**src/rtl/axis_fifo_wr_arbiter.sv**
```systemverilog
// rtl/axis_fifo_wr_arbiter.sv - packet-granular round-robin arbiter for one FIFO write port
//
// Purpose:
//   Shares the write port of a synchronous FIFO (data + last flag) between two
//   AXI-Stream sources. A grant is held from the first beat of a packet until
//   the beat carrying tlast, so packets from the two sources never interleave.
//   Ties in IDLE are broken by a priority pointer that moves to the other port
//   after every completed packet.
//
// Optional feature (macro AXIS_ARB_PKT_LIMIT_EN):
//   Defined   : an 8-bit beat counter truncates packets at MAX_BEATS beats,
//               forcing fifo_din_last on the last allowed beat and setting the
//               sticky trunc_err flag. The rest of the source's beats are then
//               arbitrated as a new packet.
//   Undefined : no counter, trunc_err tied low, packets pass unmodified.
//
// Ports:
//   clk, rst                   clock, synchronous active-high reset
//   s0_tdata/tvalid/tlast      port 0 AXIS input,  s0_tready output
//   s1_tdata/tvalid/tlast      port 1 AXIS input,  s1_tready output
//   fifo_wr_en, fifo_din,      FIFO write strobe, data and last flag
//   fifo_din_last
//   fifo_full                  FIFO full flag (stalls the owning port)
//   grant                      registered one-hot owner (01 port 0, 10 port 1)
//   trunc_err                  sticky packet-truncation flag
module axis_fifo_wr_arbiter #(
  parameter int WIDTH     = 8,
  parameter int MAX_BEATS = 16
) (
  input  logic             clk,
  input  logic             rst,
  input  logic [WIDTH-1:0] s0_tdata,
  input  logic             s0_tvalid,
  input  logic             s0_tlast,
  output logic             s0_tready,
  input  logic [WIDTH-1:0] s1_tdata,
  input  logic             s1_tvalid,
  input  logic             s1_tlast,
  output logic             s1_tready,
  output logic             fifo_wr_en,
  output logic [WIDTH-1:0] fifo_din,
  output logic             fifo_din_last,
  input  logic             fifo_full,
  output logic [1:0]       grant,
  output logic             trunc_err
);

  typedef enum logic [1:0] {
    IDLE = 2'd0,
    OWN0 = 2'd1,
    OWN1 = 2'd2
  } state_t;

  // Legal packet-length range for the guard.
  localparam bit MAX_BEATS_OK = (MAX_BEATS >= 1) && (MAX_BEATS <= 255);

  state_t           state_q, state_d;
  logic             ptr_q, ptr_d;       // 0: port 0 wins a tie, 1: port 1 wins
  logic [1:0]       grant_q, grant_d;

  logic             own_any;
  logic             sel_valid;
  logic             sel_last;
  logic [WIDTH-1:0] sel_data;
  logic             accept;
  logic             limit_hit;
  logic             pkt_end;

  // Steer the owning port onto a common set of signals.
  always_comb begin
    sel_valid = 1'b0;
    sel_last  = 1'b0;
    sel_data  = '0;
    case (state_q)
      OWN0: begin
        sel_valid = s0_tvalid;
        sel_last  = s0_tlast;
        sel_data  = s0_tdata;
      end
      OWN1: begin
        sel_valid = s1_tvalid;
        sel_last  = s1_tlast;
        sel_data  = s1_tdata;
      end
      default: ;
    endcase
  end

  assign own_any = (state_q == OWN0) || (state_q == OWN1);
  // tready is !fifo_full while owning, so a beat is accepted exactly when the
  // owner is valid and the FIFO has room.
  assign accept  = own_any && sel_valid && !fifo_full;
  // A packet ends on its tlast beat or on a beat cut short by the length guard.
  assign pkt_end = accept && (sel_last || limit_hit);

`ifdef AXIS_ARB_PKT_LIMIT_EN
  localparam logic [7:0] LAST_BEAT_IDX = 8'(MAX_BEATS - 1);

  logic [7:0] beat_cnt_q, beat_cnt_d;
  logic       trunc_q, trunc_d;

  // beat_cnt_q holds the number of beats already accepted in this grant, so
  // the MAX_BEATS-th beat is the one seen while the count is MAX_BEATS-1.
  assign limit_hit = MAX_BEATS_OK && (beat_cnt_q == LAST_BEAT_IDX);

  always_comb begin
    beat_cnt_d = beat_cnt_q;
    trunc_d    = trunc_q;
    if (!own_any) begin
      beat_cnt_d = '0;
    end else if (accept) begin
      beat_cnt_d = beat_cnt_q + 8'd1;
    end
    if (accept && limit_hit && !sel_last) begin
      trunc_d = 1'b1;
    end
  end

  always_ff @(posedge clk) begin
    if (rst) begin
      beat_cnt_q <= '0;
      trunc_q    <= 1'b0;
    end else begin
      beat_cnt_q <= beat_cnt_d;
      trunc_q    <= trunc_d;
    end
  end

  assign trunc_err = trunc_q;
`else
  assign limit_hit = 1'b0;
  // Constant 0; MAX_BEATS only matters when the guard is built.
  assign trunc_err = 1'b0 && MAX_BEATS_OK;
`endif

  // State register.
  always_ff @(posedge clk) begin
    if (rst) begin
      state_q <= IDLE;
      ptr_q   <= 1'b0;
      grant_q <= 2'b00;
    end else begin
      state_q <= state_d;
      ptr_q   <= ptr_d;
      grant_q <= grant_d;
    end
  end

  // Next-state logic.
  always_comb begin
    state_d = state_q;
    ptr_d   = ptr_q;
    case (state_q)
      IDLE: begin
        if (s0_tvalid && s1_tvalid) begin
          state_d = ptr_q ? OWN1 : OWN0;
        end else if (s0_tvalid) begin
          state_d = OWN0;
        end else if (s1_tvalid) begin
          state_d = OWN1;
        end
      end
      OWN0: begin
        if (pkt_end) begin
          state_d = IDLE;
          ptr_d   = 1'b1;
        end
      end
      OWN1: begin
        if (pkt_end) begin
          state_d = IDLE;
          ptr_d   = 1'b0;
        end
      end
      default: begin
        state_d = IDLE;
      end
    endcase
  end

  // grant is kept as its own register so it is a clean flop output.
  assign grant_d = {state_d == OWN1, state_d == OWN0};
  assign grant   = grant_q;

  // Output logic. Nothing here depends on tvalid except the write strobe,
  // so there is no tvalid-to-tready path.
  always_comb begin
    s0_tready     = 1'b0;
    s1_tready     = 1'b0;
    fifo_wr_en    = 1'b0;
    fifo_din      = '0;
    fifo_din_last = 1'b0;
    case (state_q)
      OWN0: s0_tready = !fifo_full;
      OWN1: s1_tready = !fifo_full;
      default: ;
    endcase
    if (own_any) begin
      fifo_wr_en    = accept;
      fifo_din      = sel_data;
      fifo_din_last = sel_last || limit_hit;
    end
  end

endmodule

```
**config.mk**
```make
export PLATFORM = sky130hd
export DESIGN_NAME = axis_fifo_wr_arbiter
export DESIGN_NICKNAME = d
export VERILOG_FILES = /design/src/rtl/axis_fifo_wr_arbiter.sv
export SDC_FILE = /design/constraint.sdc
export NUM_CORES = 1
export LEC_CHECK = 0
export CAP_MARGIN = 20
export CORE_UTILIZATION = 31
export CTS_CLUSTER_DIAMETER = 60
export DETAILED_ROUTE_END_ITERATION = 7
export PLACE_DENSITY = 0.78
export SETUP_SLACK_MARGIN = 0.2
export SYNTH_ARGS = -nofsm -noshare
export SYNTH_HDL_FRONTEND = slang
export SYNTH_SLANG_ARGS = --single-unit
```
**constraint.sdc**
```tcl
create_clock -name clk -period 2.1 [get_ports clk]
set_clock_uncertainty 0.15 [all_clocks]
set_input_delay 0.42 -clock clk [delete_from_list [all_inputs] [get_ports clk]]
set_output_delay 0.42 -clock clk [all_outputs]
set_load 0.01 [all_outputs]
```
-- Word-level counts from Yosys, hierarchy flattened
Cells that the tools add are included.
- register bits after elaboration: 5
- latch bits: 0
- bits in writable memories: 0
- bits in read-only memories: 0
- output and inout port bits: 15
- memories: 0
- add/sub/neg operators: 0
- multipliers: 0
- div/mod/pow operators: 0
- order comparisons: 0
- eq/ne operators: 6
- shift-type cells: 0
- muxes and demuxes: 17
- bitwise gates (word level): 0
- reductions and logical operators: 10
- operators by type and width (kind ; count):
    $pmux 8 s2 ; 1
    $mux 2 ; 5
    $mux 8 ; 1
    $mux 1 ; 6
    $pmux 1 s2 ; 3
    $eq 2x1->1 const B ; 2
    $eq 2x2->1 const B ; 2
    $logic_and 1x1->1 ; 4
    $ne 2x2->1 const B ; 2
    $pmux 2 s2 ; 1
    $reduce_and 3->1 ; 1
    $logic_not 2->1 ; 1
    $reduce_bool 2->1 ; 1
    $reduce_or 2->1 ; 1
    $logic_not 1->1 ; 1
    $logic_or 1x1->1 ; 1

-- Logic depth before layout (Yosys ltp)
Gate-level depths: netlist of the first run.
- depth in word-level cells: 8
- depth in mapped cells: 6

-- Least setup slack after synthesis of the first run
Ideal clock, no wire load.
- path kind: reg-to-output
- start: register state_q[0]
- end: output port fifo_wr_en
- arrival: 1294 ps
- path slack: 236 ps
- stages on the path, launching flop included: 5
- cell sequence: dfxtp_1 inv_1 ha_1 clkbuf_1 nor3b_1
- word-level cells in the longest chain between the ends: 5
- RTL lines (item ; line ; source):
    from (decl) ; 57 ; state_t state_q, state_d;
    from (signal assigned) ; 143 ; state_q <= state_d;
    $eq 2x2->1 / $eq 2x1->1 (equally long branches) ; 74, 89 ;
    $pmux 1 s2 / $logic_or 1x1->1 (equally long branches) ; 74, 89 ;
    $logic_and 1x1->1 (2 in a row) ; 92 ; assign accept = own_any && sel_valid && !fifo_full;
    $mux 1 * ; 198 ; if (own_any) begin
    to (decl) ; 40 ; output logic fifo_wr_en,
Mark *: on every way between the ends. The rest lies on a longest branch, timed or not.

-- Worst setup path in the final report of the first run
- start: register state_q[0]
- end: output port fifo_din_last
- word-level cells in the longest chain between the ends: 3
- RTL lines (item ; line ; source):
    $eq 2x2->1 / $eq 2x1->1 (equally long branches) ; 74, 89 ;
    $pmux 1 s2 / $logic_or 1x1->1 (equally long branches) ; 74, 89 ;
    $mux 1 * ; 198 ;
    to (decl) ; 42 ; output logic fifo_din_last,
Marks and branches as above.

==> flow_summary.json, run 1 <==
{
  "status": "completed",
  "ant_nets": 0,
  "crit_chain": "inv_4 -> ha_4 -> buf_6 -> a22oi_2 -> nor2b_1 -> buf_2",
  "nFillCells": 96,
  "wl_per_cell_um": 13.07,
  "critPathTopFamily": "flip-flops",
  "die_y_um": 40.33,
  "whs_endpoint": "ptr_q$_SDFFE_PP0P_",
  "dieWidth_um": 40.33,
  "setup_violations": 0,
  "crit_slowest_cell": "dfxtp_4",
  "max-cap-violations": 0,
  "syn_avg_cell_area_sq_um": 8.434,
  "min_period_ps": 1933,
  "start_kind": "flip-flop",
  "cp-end-kind": "primary output",
  "diodes": 0,
  "layout_commonest_cell": "clkdlybuf4s50_1",
  "antenna_found_initial": 0,
  "crit_cells": 6,
  "timing.fmax_ghz": 0.5173,
  "yosysUniqueCellTypes": 23,
  "max_stage_delay_ps": 370,
  "regToRegStartpoint": "state_q[0]$_SDFF_PP0_",
  "place.gp.congestion": 0.6701,
  "cts.clk_slew.worst_paths_ps": 50,
  "leakage_nw": 0.4273,
  "ios": 38,
  "cts_buffer_depth": 2,
  "cts_tree": "done",
  "mostFrequentLayoutCells": "clkdlybuf4s50_1, buf_2, buf_4",
  "cts-root-buf": "clkbuf_4",
  "syn_to_final_growth_pct": 125.8,
  "vias": 618,
  "power_w": 0.0005155,
  "fin_hold_ws_ps": 418.5,
  "clk_latency_ps": 240,
  "drc_errors": 0,
  "syn-cell-area_sq_um": 455.4,
  "vdd_drop_max_mv": 0.2583,
  "drive_above_1_share": 0.5000,
  "yosysSeqAreaShare": 0.2198,
  "dp.cells": 113,
  "grt_pass1_wl_um": 2311,
  "vias_per_cell": 5.107,
  "final-hold-violation-count": 0,
  "postSynthCellCount": 54,
  "routed_wl_um": 1582,
  "dp_hpwl_um": 1081,
  "report.final.slew_viol_count": 0,
  "num-nets-final": 134,
  "grt.total_usage": 0.2091,
  "drt_iter0_drc": 14,
  "grt_max_degree": 9,
  "numCtsBuffers": 3,
  "rrSetupSlack_ps": 190,
  "ys_seq_elements": 5,
  "powerDensity_nw_per_um2": 501.2,
  "worstSetupStartpoint": "state_q[0]$_SDFF_PP0_",
  "clock_sink_count": 5,
  "reg2regPathDepth": 8,
  "rsz0062_at_grt": "yes",
  "yosysWarnings": 0,
  "rows": 13,
  "crit_fanout": 5,
  "path_buf_inv": 3,
  "final_cells": 121,
  "die_area_sq_um": 1627,
  "h-tree-depth": 1,
  "finalCritPeriodShare": 0.9205,
  "final-seq-area_sq_um": 107.6,
  "core_area_sq_um": 1334,
  "overflow": 0,
  "syn_nets": 81,
  "start_util": 0.3415,
  "path_class": "reg2out",
  "required_ps": 1530,
  "hp-class": "reg2reg",
  "port_buffers": 36,
  "first_pass_iters": 4,
  "grt_pass1_vias": 516,
  "r2r-end": "grant[0]$_SDFF_PP0_",
  "multiInputGateArea_sq_um": 422.9,
  "arrival_ps": 1360,
  "hold_buffers": 0,
  "min_delay_path_depth": 2,
  "hp-start": "ptr_q$_SDFFE_PP0P_"
}
state kept, by name (all words and copies together), names as in the netlist:
name     cells
state_q      2
grant        2
ptr_q        1
through the flow:
step | utilization | TNS, ps | setup slack [ps] | area [sq um]
final | 0.7711 | 0 | 166.9 | 1028
after global routing | 0.7711 | 0 | 81.62 | 1028
after CTS | 0.7430 | 0 | 167.7 | 991.0
after detailed placement | 0.6792 | -1023 | -282.0 | 905.9
after global placement | 0.6792 | -917.4 | -271.6 | 905.9
after floorplan | - | 0 | 235.6 | 455.4
layer usage:
layer	global-route usage	share of wire	vias to the layer above
li1	-	-	298
met2	0.3492	0.50	32
met5	0	0	-
met3	0.05556	0.051	0
met4	0	0	0
met1	0.2829	0.44	288
power by group:
group	internal [W]	switching, W
logic	0.000173	0.000118
clock network	0.0000717	0.0000377
registers	0.000105	0.00000938
total	0.000350	0.000165
Yosys cell counts:
cell	instances	area share
o21ai_0	1	0.011
o2bb2ai_1	2	0.038
dfxtp_1	5	0.22
nor4b_4	1	0.052
nor3b_1	1	0.016
a21oi_1	1	0.011
clkbuf_1	3	0.025
buf_4	1	0.016
nand2_1	2	0.016
conb_1	1	0.0082
nor2b_1	11	0.15
ha_1	4	0.11
and3_1	1	0.014
inv_1	2	0.016
a22oi_2	1	0.027
nor4_1	1	0.014
nor3_1	1	0.011
and2_1	1	0.014
a22oi_1	9	0.15
nand2b_1	1	0.014
a2bb2oi_2	1	0.033
nor2_1	2	0.016
a211oi_1	1	0.016
tightest hold or removal path: cells and delay by family (launching register included):
family	cells	cell delay, ps
flops	1	310
compound gates	2	200
cell type report:
type / count / share of cell area
clock buffers: 4 / 0.02555
inverters: 2 / 0.01217
multi-input cells: 43 / 0.4112
flip-flops and latches: 5 / 0.1046
well taps: 15 / 0.01825
repair buffers: 52 / 0.4282
cell families (layout without fill, tap and decap cells):
kind of cell / count (synthesis) / in the layout / share of synthesized area
AO/OA/AOI/OAI: 16 / 16 / 0.2857
adder cells (fa/ha/maj): 4 / 4 / 0.1099
buffers and inverters: 6 / 58 / 0.05770
flip-flops: 5 / 5 / 0.2198
other: 1 / 1 / 0.008234
AND/OR/NAND/NOR: 22 / 22 / 0.3187
repair_timing:
item | in CTS | in global routing
setup endpoints to repair | 17 | 16
gates resized for setup | 72 | 8
pin swaps | 4 | 8
cloned | 1 | 0
setup buffers | 1 | 2
worst max-delay path by stage:
stage | end | slack, ps
3_5_place_dp | fifo_wr_en | -280
4_1_cts | fifo_din_last | 170
2_1_floorplan | fifo_wr_en | 240
5_1_grt | grant[0]$_SDFF_PP0_ | 80
6_report | fifo_din_last | 170
3_3_place_gp | fifo_wr_en | -270
Note: power is estimated with default switching activity, not from simulation.
==> run 2, diff against run 1 <==
- CORE_ASPECT_RATIO: default -> 1.1
- CORE_UTILIZATION: 31 -> 28
- PLACE_DENSITY: 0.78 -> 0.74
- clock period: 2.1 -> 1.75 ns (I/O delays scaled with it)
==> run 2 against run 1 <==
The run now ends with setup timing left. Clock-buffer cell count did not move. Design area is 8.4% higher. Sequential cell count did not move. Via count is 3.2% lower. Die area up 10%. Register-to-register slack worse by 360 ps. Hold slack got worse by 47 ps. Critical endpoint is now fifo_din[3]. Highest routed layer is now met4.
==> flow_summary.json, run 2 (same netlist as run 1, synthesis figures left out) <==
{
  "status": "finished with violations",
  "violations": "setup timing",
  "start_util": 0.3171,
  "mostFrequentLayoutCells": "clkdlybuf4s50_1, buf_4, buf_2",
  "cts.clk_slew.worst_paths_ps": 40,
  "antenna_found_initial": 0,
  "timing.fmax_ghz": 0.5180,
  "grt_max_degree": 8,
  "grt_pass1_wl_um": 2504,
  "cts-root-buf": "clkbuf_4",
  "ios": 38,
  "final.setup.worst_slack_ps": -180.4,
  "path_class": "reg2out",
  "grt.total_usage": 0.1973,
  "numCtsBuffers": 3,
  "rrSetupSlack_ps": -170,
  "leakage_nw": 0.4616,
  "cp-end-kind": "primary output",
  "drt_iter0_drc": 12,
  "diodes": 0,
  "port_buffers": 36,
  "die_area_sq_um": 1792,
  "core_area_sq_um": 1436,
  "place.gp.congestion": 0.8226,
  "dp_hpwl_um": 1228,
  "layout_commonest_cell": "clkdlybuf4s50_1",
  "drive_above_1_share": 0.6055,
  "finalCritPeriodShare": 1.103,
  "rows": 14,
  "routed_wl_um": 1655,
  "die_y_um": 44.30,
  "num-nets-final": 137,
  "first_pass_iters": 4,
  "vias_per_cell": 4.784,
  "start_kind": "flip-flop",
  "max-cap-violations": 0,
  "ant_nets": 0,
  "final-hold-violation-count": 0,
  "overflow": 0,
  "crit_fanout": 6,
  "drc_errors": 0,
  "clk_latency_ps": 230,
  "hold_buffers": 0,
  "power_w": 0.0006688,
  "dieWidth_um": 40.46,
  "vdd_drop_max_mv": 0.3551,
  "grt_pass1_vias": 614,
  "clock_sink_count": 5,
  "wl_per_cell_um": 13.24,
  "rsz0062_at_grt": "yes",
  "arrival_ps": 1430,
  "hp-class": "reg2reg",
  "cts_tree": "done",
  "cts_buffer_depth": 2,
  "syn_to_final_growth_pct": 144.8,
  "setup_violations": 15,
  "vias": 598,
  "h-tree-depth": 1,
  "report.final.slew_viol_count": 0,
  "min_period_ps": 1930,
  "placed_area_sq_um": 1015,
  "powerDensity_nw_per_um2": 599.9,
  "required_ps": 1250,
  "final_area_sq_um": 1115
}
run 2: final timing paths:
kind	to	startpoint	depth (start not counted)
min reg2reg	ptr_q$_SDFFE_PP0P_	ptr_q$_SDFFE_PP0P_	2
max	fifo_din[3]	state_q[0]$_SDFF_PP0_	7
max reg2reg	grant[0]$_SDFF_PP0_	state_q[0]$_SDFF_PP0_	8
min	ptr_q$_SDFFE_PP0P_	ptr_q$_SDFFE_PP0P_	2
run 2: final cells by class:
| class | instances | area [sq um] |
|---|---|---|
| flip-flops and latches | 5 | 107.6 |
| inverters | 2 | 12.51 |
| well taps | 16 | 20.02 |
| multi-input cells | 43 | 460.4 |
| fillers | 103 | 321.6 |
| clock buffers | 4 | 26.28 |
| repair buffers | 55 | 488.0 |
run 2: what timing repair did:
item                                    CTS  global route
endpoints found under the hold margin     0             0
resized for setup                        66             2
buffers inserted                          5             3
endpoints found under the setup margin   19            17
pin swaps                                16             7
run 2: worst max-delay path: stages, from the launching register on:
cell and delay, ps:
dfxtp_4 380, inv_4 50, ha_4 180, buf_12 130, buf_4 120, a22oi_2 150
nor2b_2 50, buf_2 130
run 2: stage by stage:
stage / setup TNS (ps) / utilization / cells / hold slack (ps) / worst slack [ps]
2_1_floorplan: 0 / - / 54 / 269.4 / 195.7
3_3_place_gp: -4706 / 0.7064 / 113 / 358.2 / -440.6
4_1_cts: -1264 / 0.7544 / 122 / 373.4 / -120.6
6_report: -1531 / 0.7761 / 125 / 371.3 / -180.4
5_1_grt: -2526 / 0.7761 / 125 / 410.4 / -256.8
3_5_place_dp: -4988 / 0.7064 / 113 / 367.0 / -452.8
run 2: routing by layer:
layer | global-route usage | wire, um | vias up | share of wire
met2 | 0.3714 | 917 | 12 | 0.55
met3 | 0 | 24 | 2 | 0.015
met4 | 0.08000 | 19 | 0 | 0.011
li1 | - | - | 307 | -
met1 | 0.2202 | 693 | 277 | 0.42
met5 | 0 | 0 | - | 0
run 2: report_power, final:
part	total (W)	internal, W	switching [W]
clock network	0.000129	0.0000859	0.0000432
logic	0.000402	0.000247	0.000155
registers	0.000138	0.000126	0.0000117
total	0.000669	0.000459	0.000210
==> run 3, diff against run 2 <==
- CORE_ASPECT_RATIO: 1.1 -> default
==> run 3 against run 2 <==
The flow still finishes with violations (setup timing). Die area about the same. Fmax about the same. Sequential power about the same. Setup slack better by 1.3 ps. Critical endpoint is now fifo_wr_en.
==> flow_summary.json, run 3 (same netlist as run 1, synthesis figures left out) <==
{
  "status": "finished with violations",
  "violations": "setup timing",
  "swShare": 0.3197,
  "min_period_ps": 1929,
  "ant_nets": 0,
  "final.setup.worst_slack_ps": -179.1,
  "drc_errors": 0,
  "grt_pass1_vias": 626,
  "timing.fmax_ghz": 0.5184,
  "powerDensity_nw_per_um2": 597.5,
  "path_buf_inv": 3,
  "crit_fanout": 5,
  "reg2regPathDepth": 9,
  "dp_hpwl_um": 1146,
  "leakage_nw": 0.4717,
  "p_switching_w": 0.0002142,
  "grt.total_usage": 0.2012,
  "hold_buffers": 0,
  "hp-start": "ptr_q$_SDFFE_PP0P_",
  "hp-class": "reg2reg",
  "rows": 14,
  "numCtsBuffers": 3,
  "rrSetupSlack_ps": -130,
  "cts.clk_slew.worst_paths_ps": 50,
  "syn_to_final_growth_pct": 146.2,
  "antenna_found_initial": 0,
  "rsz0062_at_grt": "yes",
  "die_area_sq_um": 1792,
  "path_class": "reg2out",
  "drt_iter0_drc": 5,
  "cp-end-kind": "primary output",
  "p_int_w": 0.0004557,
  "pwr-share-comb": 0.594,
  "setup_violations": 15,
  "start_util": 0.3023,
  "die_y_um": 42.33,
  "clk_latency_ps": 240,
  "crit_chain": "inv_4 -> ha_4 -> buf_4 -> a22oi_2 -> nor3b_4 -> buf_2",
  "critPathTopFamily": "flip-flops",
  "dieWidth_um": 42.33,
  "vdd_drop_max_mv": 0.4874,
  "finalCritPeriodShare": 1.102,
  "grt_max_degree": 8,
  "h-tree-depth": 1,
  "max-cap-violations": 0,
  "layout_commonest_cell": "clkdlybuf4s50_1",
  "fin_hold_ws_ps": 392.2,
  "vias_per_cell": 4.937,
  "drive_above_1_share": 0.6126,
  "wl_per_cell_um": 13.23,
  "cts-root-buf": "clkbuf_4",
  "start_kind": "flip-flop",
  "pre_cts_ws_ps": -444.4,
  "report.final.slew_viol_count": 0,
  "whs_endpoint": "ptr_q$_SDFFE_PP0P_",
  "crit_slowest_cell": "dfxtp_4",
  "core_area_sq_um": 1506,
  "num-nets-final": 139,
  "dp.cells": 110,
  "mostFrequentLayoutCells": "clkdlybuf4s50_1, buf_4, buf_2",
  "final_cells": 127,
  "overflow": 0,
  "power_w": 0.0006698,
  "clock_sink_count": 5,
  "ios": 38,
  "cts_tree": "done",
  "p_seq_frac": 0.205,
  "vias": 627,
  "required_ps": 1250,
  "regToRegStartpoint": "state_q[1]$_SDFF_PP0_",
  "first_pass_iters": 5,
  "cts_buffer_depth": 2,
  "min_delay_path_depth": 2,
  "r2r-end": "ptr_q$_SDFFE_PP0P_",
  "final-hold-violation-count": 0,
  "arrival_ps": 1430,
  "place.gp.congestion": 0.7757,
  "port_buffers": 36,
  "diodes": 0,
  "p_clk_frac": 0.201,
  "routed_wl_um": 1680,
  "max_stage_delay_ps": 380,
  "grt_pass1_wl_um": 2670
}
-- run 3: cell type report --
type,count,area [sq um]
Inverter,2,12.51
Multi-Input combinational cell,43,460.4
Sequential cell,5,107.6
Timing Repair Buffer,57,494.2
Tap cell,16,20.02
Clock buffer,4,26.28
Fill cell,119,385.4
-- run 3: worst max-delay path by stage --
stage	from	endpoint	slack, ps	depth (start not counted)
2_1_floorplan	state_q[0]$_SDFF_PP0_	grant[0]$_SDFF_PP0_	200	6
3_3_place_gp	s1_tvalid	fifo_wr_en	-420	4
3_5_place_dp	s1_tvalid	fifo_wr_en	-440	4
4_1_cts	state_q[0]$_SDFF_PP0_	fifo_wr_en	-200	6
5_1_grt	state_q[0]$_SDFF_PP0_	fifo_wr_en	-230	6
6_report	state_q[1]$_SDFF_PP0_	fifo_wr_en	-180	6
-- run 3: per-stage QoR --
stage	area, sq um	utilization	setup TNS (ps)
6_report	1121	0.7442	-1293
5_1_grt	1121	0.7442	-2209
4_1_cts	1090	0.7234	-1451
3_5_place_dp	967.2	0.6420	-4959
3_3_place_gp	967.2	0.6420	-4590
2_1_floorplan	549.3	-	0
-- run 3: worst reg2reg max path: cells and delay by family, from the launching register on --
| kind | cells | cell delay (ps) |
|---|---|---|
| buf+inv | 5 | 620 |
| compound gates | 2 | 110 |
| fa+ha+maj | 1 | 170 |
| flops | 1 | 360 |
| simple gates | 1 | 350 |
-- run 3: repair_timing --
item,4_1_cts,5_1_grt
endpoints found under the setup margin,19,17
gates resized for setup,67,2
setup buffers,10,3
pin swaps,14,3
-- run 3: power groups by stage --
stage / registers (W) / logic (W) / clock network, W
global placement: 0.000139 / 0.000315 / 0
CTS: 0.000138 / 0.000392 / 0.000138
finish: 0.000137 / 0.000398 / 0.000135
global route: 0.000139 / 0.000423 / 0.000145
floorplan: 0.000142 / 0.000166 / 0
detailed placement: 0.000139 / 0.000321 / 0
-- run 3: routing by layer --
metal	GRT usage	up-vias	part of all wire	routed length, um
met5	0	-	0	0
met4	0.1125	0	0.022	37
met3	0.01724	4	0.026	44
met2	0.3815	18	0.52	881
met1	0.2126	295	0.43	717
li1	-	310	-	-
